[src/rtl/lag_pl_output_allocator_pkg.sv]
// Shared types and defaults for the physical-lane allocators.
package lag_pl_output_allocator_pkg;

    localparam int NUM_REQS_DEF       = 32'sd5;
    localparam int NUM_PLS_GLOBAL_DEF = 32'sd4;

    // Index width for a vector of n entries; never narrower than one bit.
    function automatic int id_width(input int n);
        return (n > 32'sd1) ? $clog2(n) : 32'sd1;
    endfunction

    localparam int PL_ID_W_DEF = id_width(NUM_PLS_GLOBAL_DEF);

    typedef logic [PL_ID_W_DEF-1:0] pl_id_t;

endpackage

[src/rtl/lag_pl_output_allocator_rr_arbiter.sv]
// Round-robin arbiter: one-hot grant to the first request at or after the
// pointer (wrapping). The pointer moves past the winner only when advance is set.
module lag_rr_arbiter
    import lag_pl_output_allocator_pkg::*;
#(
    parameter int num_reqs = NUM_REQS_DEF
) (
    input  logic                clk,
    input  logic                rst_n,
    input  logic [num_reqs-1:0] req,
    input  logic                advance,
    output logic [num_reqs-1:0] gnt
);

    localparam int ptr_w = id_width(num_reqs);

    logic [ptr_w-1:0] ptr_q;
    logic [ptr_w-1:0] ptr_d;
    logic [ptr_w-1:0] idx_s;
    logic [ptr_w-1:0] win_s;
    logic             found_s;
    logic             hit_s;
    int               sum_v;

    // Scan requesters starting at the pointer; first hit wins.
    always_comb begin
        gnt     = '0;
        win_s   = '0;
        idx_s   = '0;
        found_s = 1'b0;
        hit_s   = 1'b0;
        sum_v   = 32'sd0;
        for (int k = 0; k < num_reqs; k++) begin
            sum_v        = int'(ptr_q) + k;
            idx_s        = (sum_v >= num_reqs) ? ptr_w'(sum_v - num_reqs) : ptr_w'(sum_v);
            hit_s        = !found_s && req[idx_s];
            gnt[idx_s]   = gnt[idx_s] | hit_s;
            win_s        = hit_s ? idx_s : win_s;
            found_s      = found_s | hit_s;
        end
    end

    // Next pointer: one past the winner, wrapping at num_reqs-1.
    always_comb begin
        ptr_d = ptr_q;
        if (advance && found_s) begin
            ptr_d = (win_s == ptr_w'(num_reqs - 1)) ? '0 : win_s + ptr_w'(1);
        end else begin
            ptr_d = ptr_q;
        end
    end

    // Pointer register; reset gives requester 0 highest priority.
    always_ff @(posedge clk) begin
        if (!rst_n) begin
            ptr_q <= '0;
        end else begin
            ptr_q <= ptr_d;
        end
    end

endmodule

[src/rtl/lag_pl_output_allocator.sv]
// Per-output-port PL allocator: hands out at most one free PL per cycle to a
// round-robin chosen requester and strobes the allocated PL back to the pool.
module lag_pl_output_allocator
    import lag_pl_output_allocator_pkg::*;
#(
    parameter  int num_reqs       = NUM_REQS_DEF,
    parameter  int num_pls_global = NUM_PLS_GLOBAL_DEF,
    localparam int pl_id_w        = id_width(num_pls_global)
) (
    input  logic                      clk,
    input  logic                      rst_n,
    input  logic [num_reqs-1:0]       req,
    input  logic [num_pls_global-1:0] pl_alloc_status,
    output logic [num_reqs-1:0]       gnt,
    output logic                      gnt_valid,
    output logic [pl_id_w-1:0]        gnt_pl,
    output logic [num_pls_global-1:0] pl_allocated
);

    logic [num_reqs-1:0]       gnt_q, gnt_d;
    logic                      gnt_valid_q, gnt_valid_d;
    logic [pl_id_w-1:0]        gnt_pl_q, gnt_pl_d;
    logic [num_pls_global-1:0] pl_alloc_q, pl_alloc_d;

    logic [num_reqs-1:0]       eligible_s;
    logic [num_pls_global-1:0] free_s;
    logic [num_reqs-1:0]       arb_gnt_s;
    logic [pl_id_w-1:0]        pl_sel_s;
    logic                      pl_found_s;
    logic [num_pls_global-1:0] pl_onehot_s;
    logic                      grant_s;

    // A requester granted last cycle still shows req, and the pool still shows
    // the PL just strobed; both are masked so nothing is issued twice.
    assign eligible_s = req & ~gnt_q;
    assign free_s     = pl_alloc_status & ~pl_alloc_q;
    assign grant_s    = (|eligible_s) & pl_found_s;

    lag_rr_arbiter #(
        .num_reqs (num_reqs)
    ) u_arb (
        .clk     (clk),
        .rst_n   (rst_n),
        .req     (eligible_s),
        .advance (grant_s),
        .gnt     (arb_gnt_s)
    );

    // Lowest-index free PL.
    always_comb begin
        pl_sel_s   = '0;
        pl_found_s = 1'b0;
        for (int p = 0; p < num_pls_global; p++) begin
            pl_sel_s   = (!pl_found_s && free_s[p]) ? pl_id_w'(p) : pl_sel_s;
            pl_found_s = pl_found_s | free_s[p];
        end
    end

    // Next-cycle outputs: all zero unless a requester and a PL are both available.
    always_comb begin
        pl_onehot_s           = '0;
        pl_onehot_s[pl_sel_s] = 1'b1;
        if (grant_s) begin
            gnt_d       = arb_gnt_s;
            gnt_valid_d = 1'b1;
            gnt_pl_d    = pl_sel_s;
            pl_alloc_d  = pl_onehot_s;
        end else begin
            gnt_d       = '0;
            gnt_valid_d = 1'b0;
            gnt_pl_d    = '0;
            pl_alloc_d  = '0;
        end
    end

    // Output registers, cleared by reset.
    always_ff @(posedge clk) begin
        if (!rst_n) begin
            gnt_q       <= '0;
            gnt_valid_q <= 1'b0;
            gnt_pl_q    <= '0;
            pl_alloc_q  <= '0;
        end else begin
            gnt_q       <= gnt_d;
            gnt_valid_q <= gnt_valid_d;
            gnt_pl_q    <= gnt_pl_d;
            pl_alloc_q  <= pl_alloc_d;
        end
    end

    assign gnt          = gnt_q;
    assign gnt_valid    = gnt_valid_q;
    assign gnt_pl       = gnt_pl_q;
    assign pl_allocated = pl_alloc_q;

endmodule

[config.mk]
export PLATFORM = sky130hd
export DESIGN_NAME = lag_pl_output_allocator
export DESIGN_NICKNAME = d
export VERILOG_FILES = /design/src/rtl/lag_pl_output_allocator_pkg.sv /design/src/rtl/lag_pl_output_allocator_rr_arbiter.sv /design/src/rtl/lag_pl_output_allocator.sv
export SDC_FILE = /design/constraint.sdc
export NUM_CORES = 1
export LEC_CHECK = 0
export CAP_MARGIN = 20
export CORE_ASPECT_RATIO = 2
export CORE_MARGIN = 2
export CORE_UTILIZATION = 64
export CTS_BUF_LIST = sky130_fd_sc_hd__clkbuf_4
export DETAILED_ROUTE_END_ITERATION = 7
export PLACE_DENSITY_LB_ADDON = 0.2
export SYNTH_ARGS = -nofsm -noshare
export SYNTH_HDL_FRONTEND = slang
export SYNTH_SLANG_ARGS = --single-unit
[constraint.sdc]
create_clock -name clk -period 6.3 [get_ports clk]
set_input_delay 0.63 -clock clk [delete_from_list [all_inputs] [get_ports clk]]
set_output_delay 0.63 -clock clk [all_outputs]
set_load 0.005 [all_outputs]
==> impl_metrics.csv, run 1 <==
group,metric,value,unit
synth,syn_inst,283,
clock_network,cts_resized,0,
sta,worst_slack,1660,ps
sta,fmax,216,MHz
synth,async_flop_share,0,
die,floorplan.rows,30,
synth,synthesis.nets,305,
critical_path,r2r_slack,1660,ps
critical_path,required,6520,ps
clock_network,cts_root_buffer,"clkbuf_4",
synth,synth_top_cell_by_area,"dfxtp_1",
clock_network,cts_sinks,15,
die,die_width,45.7,um
sta,hold_viol_final,0,
sta,rsz0062_at_grt,"false",
critical_path,crit_family,"simple AND/OR/NAND/NOR gates",
final_layout,antenna_cells,0,
route,vias,2358,
global_route,grt_pass1_vias,2305,
critical_path,cp-start-kind,"flop",
placed_design,pre_cts_slack,1790,ps
sta,setup_viol,0,
power,power_density,664,mW/mm^2
clock_network,htree_levels,1,
die,start_util,0.665,
die,core_area,0.00334,mm^2
critical_path,crit_arrival,4860,ps
power,power.total,1.62,mW
power,vdd_drop_max,499,uV
sta,fin_crit_sh,0.736,
global_route,grt_max_degree,29,
die,io_pins,23,
sta,tightest_slew,850,ps
power,leakagePower,0.936,nW
final_layout,areaGrowthSynthToFinish,9.52,%
critical_path,cp-end-kind,"flop",
synth,ys_ff_latch,15,
critical_path,cp_slowest_cell,"ha_1",
critical_path,crit_buf_inv,2,
run_status,outcome,"completed",
synth,synth_area_per_cell,7.85,um^2
final_layout,drive_gt1_frac,0.118,
die,fp.dieH,87.3,um
synth,synth_warnings,0,
critical_path,cp_max_fo,23,
sta,min_period,4640,ps
synth,yosysUniqueCellTypes,77,
synth,ys_seq_area_frac,0.135,
route,wl_per_cell,21.2,um
critical_path,crit_chain,"inv_1 > ha_1 > inv_1 > o221a_2 > o221ai_4 > nand3_2 > nor4b_4 > nor2b_1 > a221oi_1 > ha_1 > or3_1 > a31oi_1",
sta,slew_headroom,0.430,
global_route,overflow,0,
route,drc,0,
route,drt-pass1-iter-count,5,
synth,syn_area,0.00222,mm^2
route,ant_nets,0,
route,wl,6970,um
final_layout,final_nets,320,
worst_hold_path,hp-class,"reg -> reg",
placed_design,finalWeightedCongestion,0.952,
synth,synthTopCellsByArea,"dfxtp_1 (14%), ha_1 (5.6%), nand2b_1 (4.8%)",
global_route,grt_pass1_wl,11300,um
synth,synth_flop_cell,"dfxtp_1",
global_route,track_usage,0.384,
synth,synth-edff-count,0,
clock_network,post-cts-setup-buffers,0,
synth,synth.top_cell.area_share,0.135,
clock_network,cts.path.max_buffers,2,
critical_path,crit_type,"reg -> reg",
clock_network,clk_pin_slew_worst_paths,90,ps
sta,tns,0,ps
sta,skew,2.83,ps
clock_network,cts_tree,"yes",
final_layout,layout_commonest_cell,"nand2_1",
clock_network,cts_buffers,3,
critical_path,crit_path_max_incr_delay,800,ps
final_layout,final_cell_mix,"nand2_1 (28), clkdlybuf4s50_1 (22), nand2b_1 (17), nor2_1 (17)",
global_route,antenna_found_initial,0,
placed_design,io_buffer_count,22,
route,drt-vias-per-instance,7.17,
placed_design,dpl.hpwl,5490,um
flow_run,drv_cap,0,
route,drt_iter0_markers,136,
die,die_area,0.00399,mm^2
sta,drv_slew,0,
clock_network,clock_latency,290,ps
clock_network,hold_buffers,0,
through the flow:
stage / utilization / cell area (um^2) / hold WS [ps] / instances
floorplan: - / 2220 / 535 / 283
global placement: 0.720 / 2410 / 544 / 325
detailed placement: 0.720 / 2410 / 539 / 325
CTS: 0.728 / 2430 / 561 / 329
global route: 0.728 / 2430 / 627 / 329
finish: 0.728 / 2430 / 556 / 329
kinds of logic after synthesis:
logic type | after synthesis | share of synthesized area
AOI/OAI and AO/OA | 99 | 0.376
xor gates and xnor gates | 3 | 0.0152
adders and majority gates | 11 | 0.0653
buffers and inverters | 27 | 0.0631
DFF | 15 | 0.135
muxes | 12 | 0.0574
and+or+nand+nor | 116 | 0.288
final timing paths:
| kind | from | to | cells past startpoint |
|---|---|---|---|
| max | u_arb.ptr_q[1]$_SDFFE_PN0P_ | u_arb.ptr_q[2]$_SDFFE_PN0P_ | 12 |
| max reg2reg | u_arb.ptr_q[1]$_SDFFE_PN0P_ | u_arb.ptr_q[2]$_SDFFE_PN0P_ | 12 |
| min reg2reg | pl_allocated[1]$_SDFF_PN0_ | pl_allocated[1]$_SDFF_PN0_ | 2 |
| min | pl_allocated[1]$_SDFF_PN0_ | pl_allocated[1]$_SDFF_PN0_ | 2 |
tightest hold or removal path, cell delays in order (launching register included):
cell      delay, ps
dfxtp_1         330
nand2b_1        120
nor3_1           60
area by class of cell:
cell class	instances	area, um^2
flip-flops and latches	15	300
well taps	32	40.0
clock inverters	1	5.00
clock buffers	3	22.5
multi-input cells	241	1780
fillers	277	907
repair buffers	24	235
inverters	13	48.8
registers in the layout (all words and copies together) (netlist names):
register	cells
gnt_pl	2
u_arb.ptr_q	3
pl_allocated	4
gnt_valid	1
gnt	5
synthesized netlist by cell type, types with 3 or more instances:
cell	instances
nand2_1	28
nand2b_1	17
nor2_1	17
a21oi_1	15
dfxtp_1	15
inv_1	12
nor3_1	11
ha_1	10
nor2b_1	10
mux2i_1	9
a31oi_1	6
o211ai_1	6
o21a_1	6
o21ai_1	6
nand3_1	5
o21ai_0	5
a211oi_1	4
a32oi_1	4
buf_2	4
buf_6	4
nand4_1	4
o22ai_1	4
a21o_1	3
a221oi_1	3
and3_1	3
clkbuf_1	3
nor4_1	3
o31a_1	3
or2_1	3
or2_2	3
routing by layer:
metal / vias up / routed length (um) / global-route usage
met5: - / 0 / 0
met3: 46 / 359 / 0.0809
met2: 125 / 3590 / 0.633
met1: 1077 / 2500 / 0.403
met4: 0 / 524 / 0.283
li1: 1110 / - / -
power breakdown:
group / total, mW / leakage [nW] / switching (mW) / internal (mW)
clock network: 0.0551 / 0.0177 / 0.0315 / 0.0236
registers: 0.143 / 0.123 / 0.0265 / 0.116
logic: 1.42 / 0.795 / 0.878 / 0.539
total: 1.62 / 0.936 / 0.936 / 0.679
Power figures use the tool's default switching activity.
==> run 2, diff against run 1 <==
--- a/config.mk
+++ b/config.mk
@@ -8,7 +8,7 @@
 export CAP_MARGIN = 20
 export CORE_ASPECT_RATIO = 2
 export CORE_MARGIN = 2
-export CORE_UTILIZATION = 64
+export CORE_UTILIZATION = 54
 export CTS_BUF_LIST = sky130_fd_sc_hd__clkbuf_4
 export DETAILED_ROUTE_END_ITERATION = 7
 export PLACE_DENSITY_LB_ADDON = 0.2
==> constraint.sdc (replaced) <==
create_clock -name clk -period 4.2 [get_ports clk]
set_input_delay 0.42 -clock clk [delete_from_list [all_inputs] [get_ports clk]]
set_output_delay 0.42 -clock clk [all_outputs]
set_load 0.005 [all_outputs]
==> run 2 against run 1 <==
Net effect:
- clock skew increased by 22 ps
- clock power increased by 79%
- critical path type unchanged
- critical path depth increased by 2
- first-iteration DRC count decreased by 31%
- cell area increased by 6.7%
- register-to-register slack got worse by 1400 ps
- total power increased by 62%
==> impl_metrics.csv, run 2 (synthesis results as in run 1) <==
group,metric,value,unit
route,drc,0,
critical_path,required,4450,ps
critical_path,cp-end-kind,"flop",
sta,fmax,256,MHz
sta,setup_viol,0,
die,floorplan.rows,33,
power,vdd_drop_max,648,uV
power,power_density,1010,mW/mm^2
die,start_util,0.555,
final_layout,instances_no_fill,367,
sta,worst_slack,294,ps
clock_network,cts.path.max_buffers,2,
route,drt-vias-per-instance,6.60,
global_route,gr-usage-met3,0.0554,
critical_path,reg2reg_depth,14,
critical_path,r2r_slack,290,ps
critical_path,cp-start-kind,"flop",
global_route,grtUsageMet1,0.362,
route,drt-pass1-iter-count,4,
global_route,grt_max_degree,29,
final_layout,final_cell_mix,"nand2_1 (28), clkdlybuf4s50_1 (22), buf_4 (20)",
global_route,grt_pass1_vias,2336,
global_route,antenna_found_initial,0,
clock_network,cts_sinks,15,
clock_network,clock_latency,310,ps
placed_design,dp_cells,363,
route,ant_nets,0,
die,die_width,49.4,um
sta,slew_headroom,0.562,
final_layout,antenna_cells,0,
final_layout,areaGrowthSynthToFinish,16.9,%
critical_path,crit_path_max_incr_delay,520,ps
worst_hold_path,min_path_cells,2,
sta,hold_viol_final,0,
die,core_area,0.00401,mm^2
sta,tns,0,ps
power,power.total,2.62,mW
die,fp.dieH,94.7,um
placed_design,io_buffer_count,22,
clock_network,hold_buffers,0,
final_layout,final_nets,338,
global_route,grt_pass1_wl,11800,um
route,wl,7350,um
placed_design,dpl.hpwl,5890,um
final_layout,layout_commonest_cell,"nand2_1",
global_route,overflow,0,
clock_network,cts_resized,0,
power,leakagePower,1.03,nW
global_route,gr-max-usage-layer,"met2",
final_layout,final_util,0.649,
critical_path,crit_arrival,4160,ps
placed_design,finalWeightedCongestion,1.06,
clock_network,clk_pin_slew_worst_paths,120,ps
clock_network,htree_levels,1,
worst_hold_path,hp-class,"reg -> reg",
final_layout,drive_gt1_frac,0.171,
run_status,outcome,"completed",
sta,skew,24.8,ps
critical_path,cp_slowest_cell,"fa_1",
die,die_area,0.00468,mm^2
sta,fin_crit_sh,0.930,
route,drt_iter0_markers,94,
route,vias,2422,
critical_path,crit_type,"reg -> reg",
clock_network,post-cts-setup-buffers,0,
die,io_pins,23,
global_route,track_usage,0.328,
sta,drv_slew,0,
clock_network,cts_root_buffer,"clkbuf_4",
global_route,met2_usage,0.554,
sta,tightest_slew,656,ps
final_layout,largest_reg_flops,5,
sta,rsz0062_at_grt,"false",
critical_path,crit_chain,"inv_2 > ha_1 > inv_1 > fa_1 > o21ai_1 > nand2_1 > a31oi_1 > nand3_2 > nor4b_4 > nor2b_1 > a221oi_1 > ha_1 > or3_1 > a31oi_1",
placed_design,pre_cts_slack,157,ps
critical_path,cp_max_fo,11,
flow_run,drv_cap,0,
clock_network,cts_tree,"yes",
sta,min_period,3910,ps
clock_network,cts_buffers,3,
route,wl_per_cell,20.0,um
## run 2: cell types whose count changed in the layout (fill, tap and decap cells not counted)
cell and change:
buf_4 +18, clkbuf_4 +1, clkinv_2 -1, dfxtp_1 -1, dfxtp_2 +1
## run 2: final timing paths
kind / to / from
worst max-delay path: u_arb.ptr_q[2]$_SDFFE_PN0P_ / u_arb.ptr_q[0]$_SDFFE_PN0P_
worst min-delay path: pl_allocated[1]$_SDFF_PN0_ / pl_allocated[1]$_SDFF_PN0_
worst max register to register: u_arb.ptr_q[2]$_SDFFE_PN0P_ / u_arb.ptr_q[0]$_SDFFE_PN0P_
worst min register to register: pl_allocated[1]$_SDFF_PN0_ / pl_allocated[1]$_SDFF_PN0_
## run 2: metrics by stage
step	hold slack, ps	cell area (um^2)
floorplan	535	2220
global placement	536	2570
detailed placement	546	2570
CTS	562	2600
global route	605	2600
finish	557	2600
## run 2: final cells by class
| class | instances | area, um^2 |
|---|---|---|
| fill | 378 | 1410 |
| timing repair buffer | 42 | 370 |
| multi-input combinational | 241 | 1780 |
| tap | 52 | 65.1 |
| clock buffer | 4 | 30.0 |
| sequential | 15 | 302 |
| inverter | 13 | 48.8 |
## run 2: critical path, delay by kind of cell (launching register included)
kind	cells	cell delay (ps)
buf+inv	2	270
flops	1	340
compound gates	4	880
fa+ha+maj	3	1000
simple gates	5	1350
## run 2: per-layer routing
| metal | up-vias | wire length, um |
|---|---|---|
| met4 | 0 | 595 |
| met5 | - | 0 |
| met2 | 112 | 3580 |
| met1 | 1126 | 2850 |
| li1 | 1140 | - |
| met3 | 44 | 327 |
## run 2: power breakdown
| group | leakage [nW] | internal (mW) | switching [mW] |
|---|---|---|---|
| Clock | 0.0184 | 0.0435 | 0.0552 |
| Combinational | 0.884 | 0.931 | 1.38 |
| Sequential | 0.124 | 0.176 | 0.0330 |
==> run 3, diff against run 2 <==
--- a/config.mk
+++ b/config.mk
@@ -8,8 +8,8 @@
 export CAP_MARGIN = 20
 export CORE_ASPECT_RATIO = 2
 export CORE_MARGIN = 2
-export CORE_UTILIZATION = 54
-export CTS_BUF_LIST = sky130_fd_sc_hd__clkbuf_4
+export CORE_UTILIZATION = 52
+export CTS_BUF_LIST = sky130_fd_sc_hd__clkbuf_4 sky130_fd_sc_hd__clkbuf_8 sky130_fd_sc_hd__clkbuf_16
 export DETAILED_ROUTE_END_ITERATION = 7
 export PLACE_DENSITY_LB_ADDON = 0.2
 export SYNTH_ARGS = -nofsm -noshare
==> run 3 against run 2 <==
Net effect:
- clock skew down 14 ps
- combinational power barely moved
- worst hold slack better by 11 ps
- die area grew 3.6%
- setup slack better by 1.5 ps
- first-iteration DRC count rose by 3.2%
- maximum frequency about the same
- critical endpoint unchanged
- highest routed layer unchanged
==> impl_metrics.csv, run 3 (synthesis results as in run 1) <==
group,metric,value,unit
run_status,outcome,"completed",
critical_path,cp-start-kind,"flop",
route,drc,0,
power,vdd_drop_max,771,uV
route,drt_iter0_markers,97,
sta,fmax,256,MHz
critical_path,crit_path_max_incr_delay,470,ps
global_route,gr-usage-met3,0.0354,
final_layout,drive_gt1_frac,0.183,
die,fp.dieH,96.5,um
sta,setup_viol,0,
power,switching_share,0.557,
critical_path,crit_buf_inv,2,
power,leakagePower,1.05,nW
critical_path,reg2reg_from,"u_arb.ptr_q[0]$_SDFFE_PN0P_",
critical_path,path_common_cell,"ha_1",
route,drt-pass1-iter-count,4,
critical_path,crit_arrival,4100,ps
critical_path,cp-end-kind,"flop",
power,p_sw,1.46,mW
final_layout,instances_no_fill,369,
route,drt-vias-per-instance,6.73,
die,die_width,50.2,um
critical_path,cp_max_fo,14,
final_layout,final_cell_mix,"nand2_1 (28), clkdlybuf4s50_1 (22), buf_4 (22)",
global_route,grt_pass1_wl,11900,um
final_layout,final_util,0.646,
final_layout,regArea,302,um^2
route,wl_per_cell,20.2,um
critical_path,crit_type,"reg -> reg",
placed_design,dpl.hpwl,5910,um
global_route,grt_pass1_vias,2446,
global_route,track_usage,0.326,
power,power_density,994,mW/mm^2
placed_design,dp_cells,363,
final_layout,stdcell_area,0.00264,mm^2
critical_path,crit_family,"simple AND/OR/NAND/NOR gates",
die,core_area,0.00409,mm^2
route,ant_nets,0,
global_route,grtUsageMet1,0.328,
die,io_pins,23,
placed_design,io_buffer_count,22,
clock_network,cts.path.max_buffers,2,
sta,min_period,3900,ps
power,power.total,2.63,mW
power,comb_power_share,0.873,
power,p_seq_frac,0.078,
clock_network,clock_latency,260,ps
critical_path,worstSetupStartpoint,"u_arb.ptr_q[0]$_SDFFE_PN0P_",
global_route,gr-max-usage-layer,"met2",
power,clockPowerShare,0.049,
global_route,met2_usage,0.603,
final_layout,layout_commonest_cell,"nand2_1",
power,p_int,1.16,mW
clock_network,clk_pin_slew_worst_paths,70,ps
sta,slew_headroom,0.559,
clock_network,cts_sinks,15,
worst_hold_path,hp-class,"reg -> reg",
flow_run,drv_cap,0,
final_layout,multi_input_area,0.00179,mm^2
critical_path,cp_slowest_cell,"inv_1",
final_layout,antenna_cells,0,
clock_network,cts_root_buffer,"clkbuf_8",
die,start_util,0.544,
sta,skew,11.2,ps
final_layout,areaGrowthSynthToFinish,18.9,%
final_layout,final_nets,340,
placed_design,dpl_cell_area,0.00257,mm^2
clock_network,htree_levels,1,
sta,fin_crit_sh,0.930,
clock_network,cts_tree,"yes",
critical_path,crit_chain,"inv_2 > ha_1 > inv_1 > nand2_1 > o221a_2 > o221ai_4 > nand3_2 > nor4b_4 > nor2b_1 > a221oi_1 > ha_1 > or3_1 > a31oi_1",
placed_design,finalWeightedCongestion,0.988,
sta,finalHoldWorstSlack,568,ps
route,wl,7460,um
global_route,overflow,0,
route,vias,2482,
global_route,antenna_found_initial,0,
die,die_area,0.00484,mm^2
sta,hold_viol_final,0,
die,floorplan.rows,33,
clock_network,cts_buffers,3,
critical_path,required,4390,ps
sta,tightest_slew,661,ps
final_layout,largest_reg_flops,5,
final_layout,fill_cells,343,
sta,drv_slew,0,
global_route,grt_max_degree,29,
worst_hold_path,min_from,"pl_allocated[2]$_SDFF_PN0_",
-- run 3: routing by layer --
metal | vias to the layer above | part of all wire
met5 | - | 0
met4 | 0 | 0.076
met3 | 46 | 0.049
met2 | 135 | 0.53
met1 | 1151 | 0.35
li1 | 1150 | -
-- run 3: path summary, 6_finish.rpt --
| kind | endpoint | slack [ps] | cells past startpoint |
|---|---|---|---|
| hold / removal | pl_allocated[2]$_SDFF_PN0_ | 570 | 2 |
| hold reg to reg | pl_allocated[2]$_SDFF_PN0_ | 570 | 2 |
| setup reg to reg | u_arb.ptr_q[2]$_SDFFE_PN0P_ | 300 | 13 |
| setup / recovery | u_arb.ptr_q[2]$_SDFFE_PN0P_ | 300 | 13 |
-- run 3: repair_timing --
item                                    in CTS  in global routing
endpoints found under the setup margin       0                  1
resized for setup                            0                  3
hold buffers                                 0                  0
setup buffers                                0                  2
-- run 3: layout make-up --
cell class,instances,area share
clock buffers,4,0.0185
inverters,13,0.0185
multi-input cells,241,0.679
flip-flops and latches,15,0.114
well taps,52,0.0246
repair buffers,44,0.146
-- run 3: power groups by stage --
stage	clock [mW]	combinational, mW	sequential, mW
floorplan	0	1.65	0.206
global placement	0	2.19	0.205
detailed placement	0	2.20	0.205
CTS	0.129	2.22	0.203
global route	0.136	2.48	0.208
finish	0.130	2.29	0.204
-- run 3: stage by stage --
step	TNS, ps	setup slack (ps)
after global placement	0	346
after CTS	0	286
after detailed placement	0	304
final	0	296
after floorplan	0	387
after global routing	-39.3	-39.3
-- run 3: worst register-to-register path, stage by stage (launching register included) --
cell,delay [ps]
dfxtp_1,350
inv_2,120
ha_1,450
inv_1,470
nand2_1,120
o221a_2,340
o221ai_4,260
nand3_2,220
nor4b_4,420
nor2b_1,270
a221oi_1,80
ha_1,230
or3_1,360
a31oi_1,150
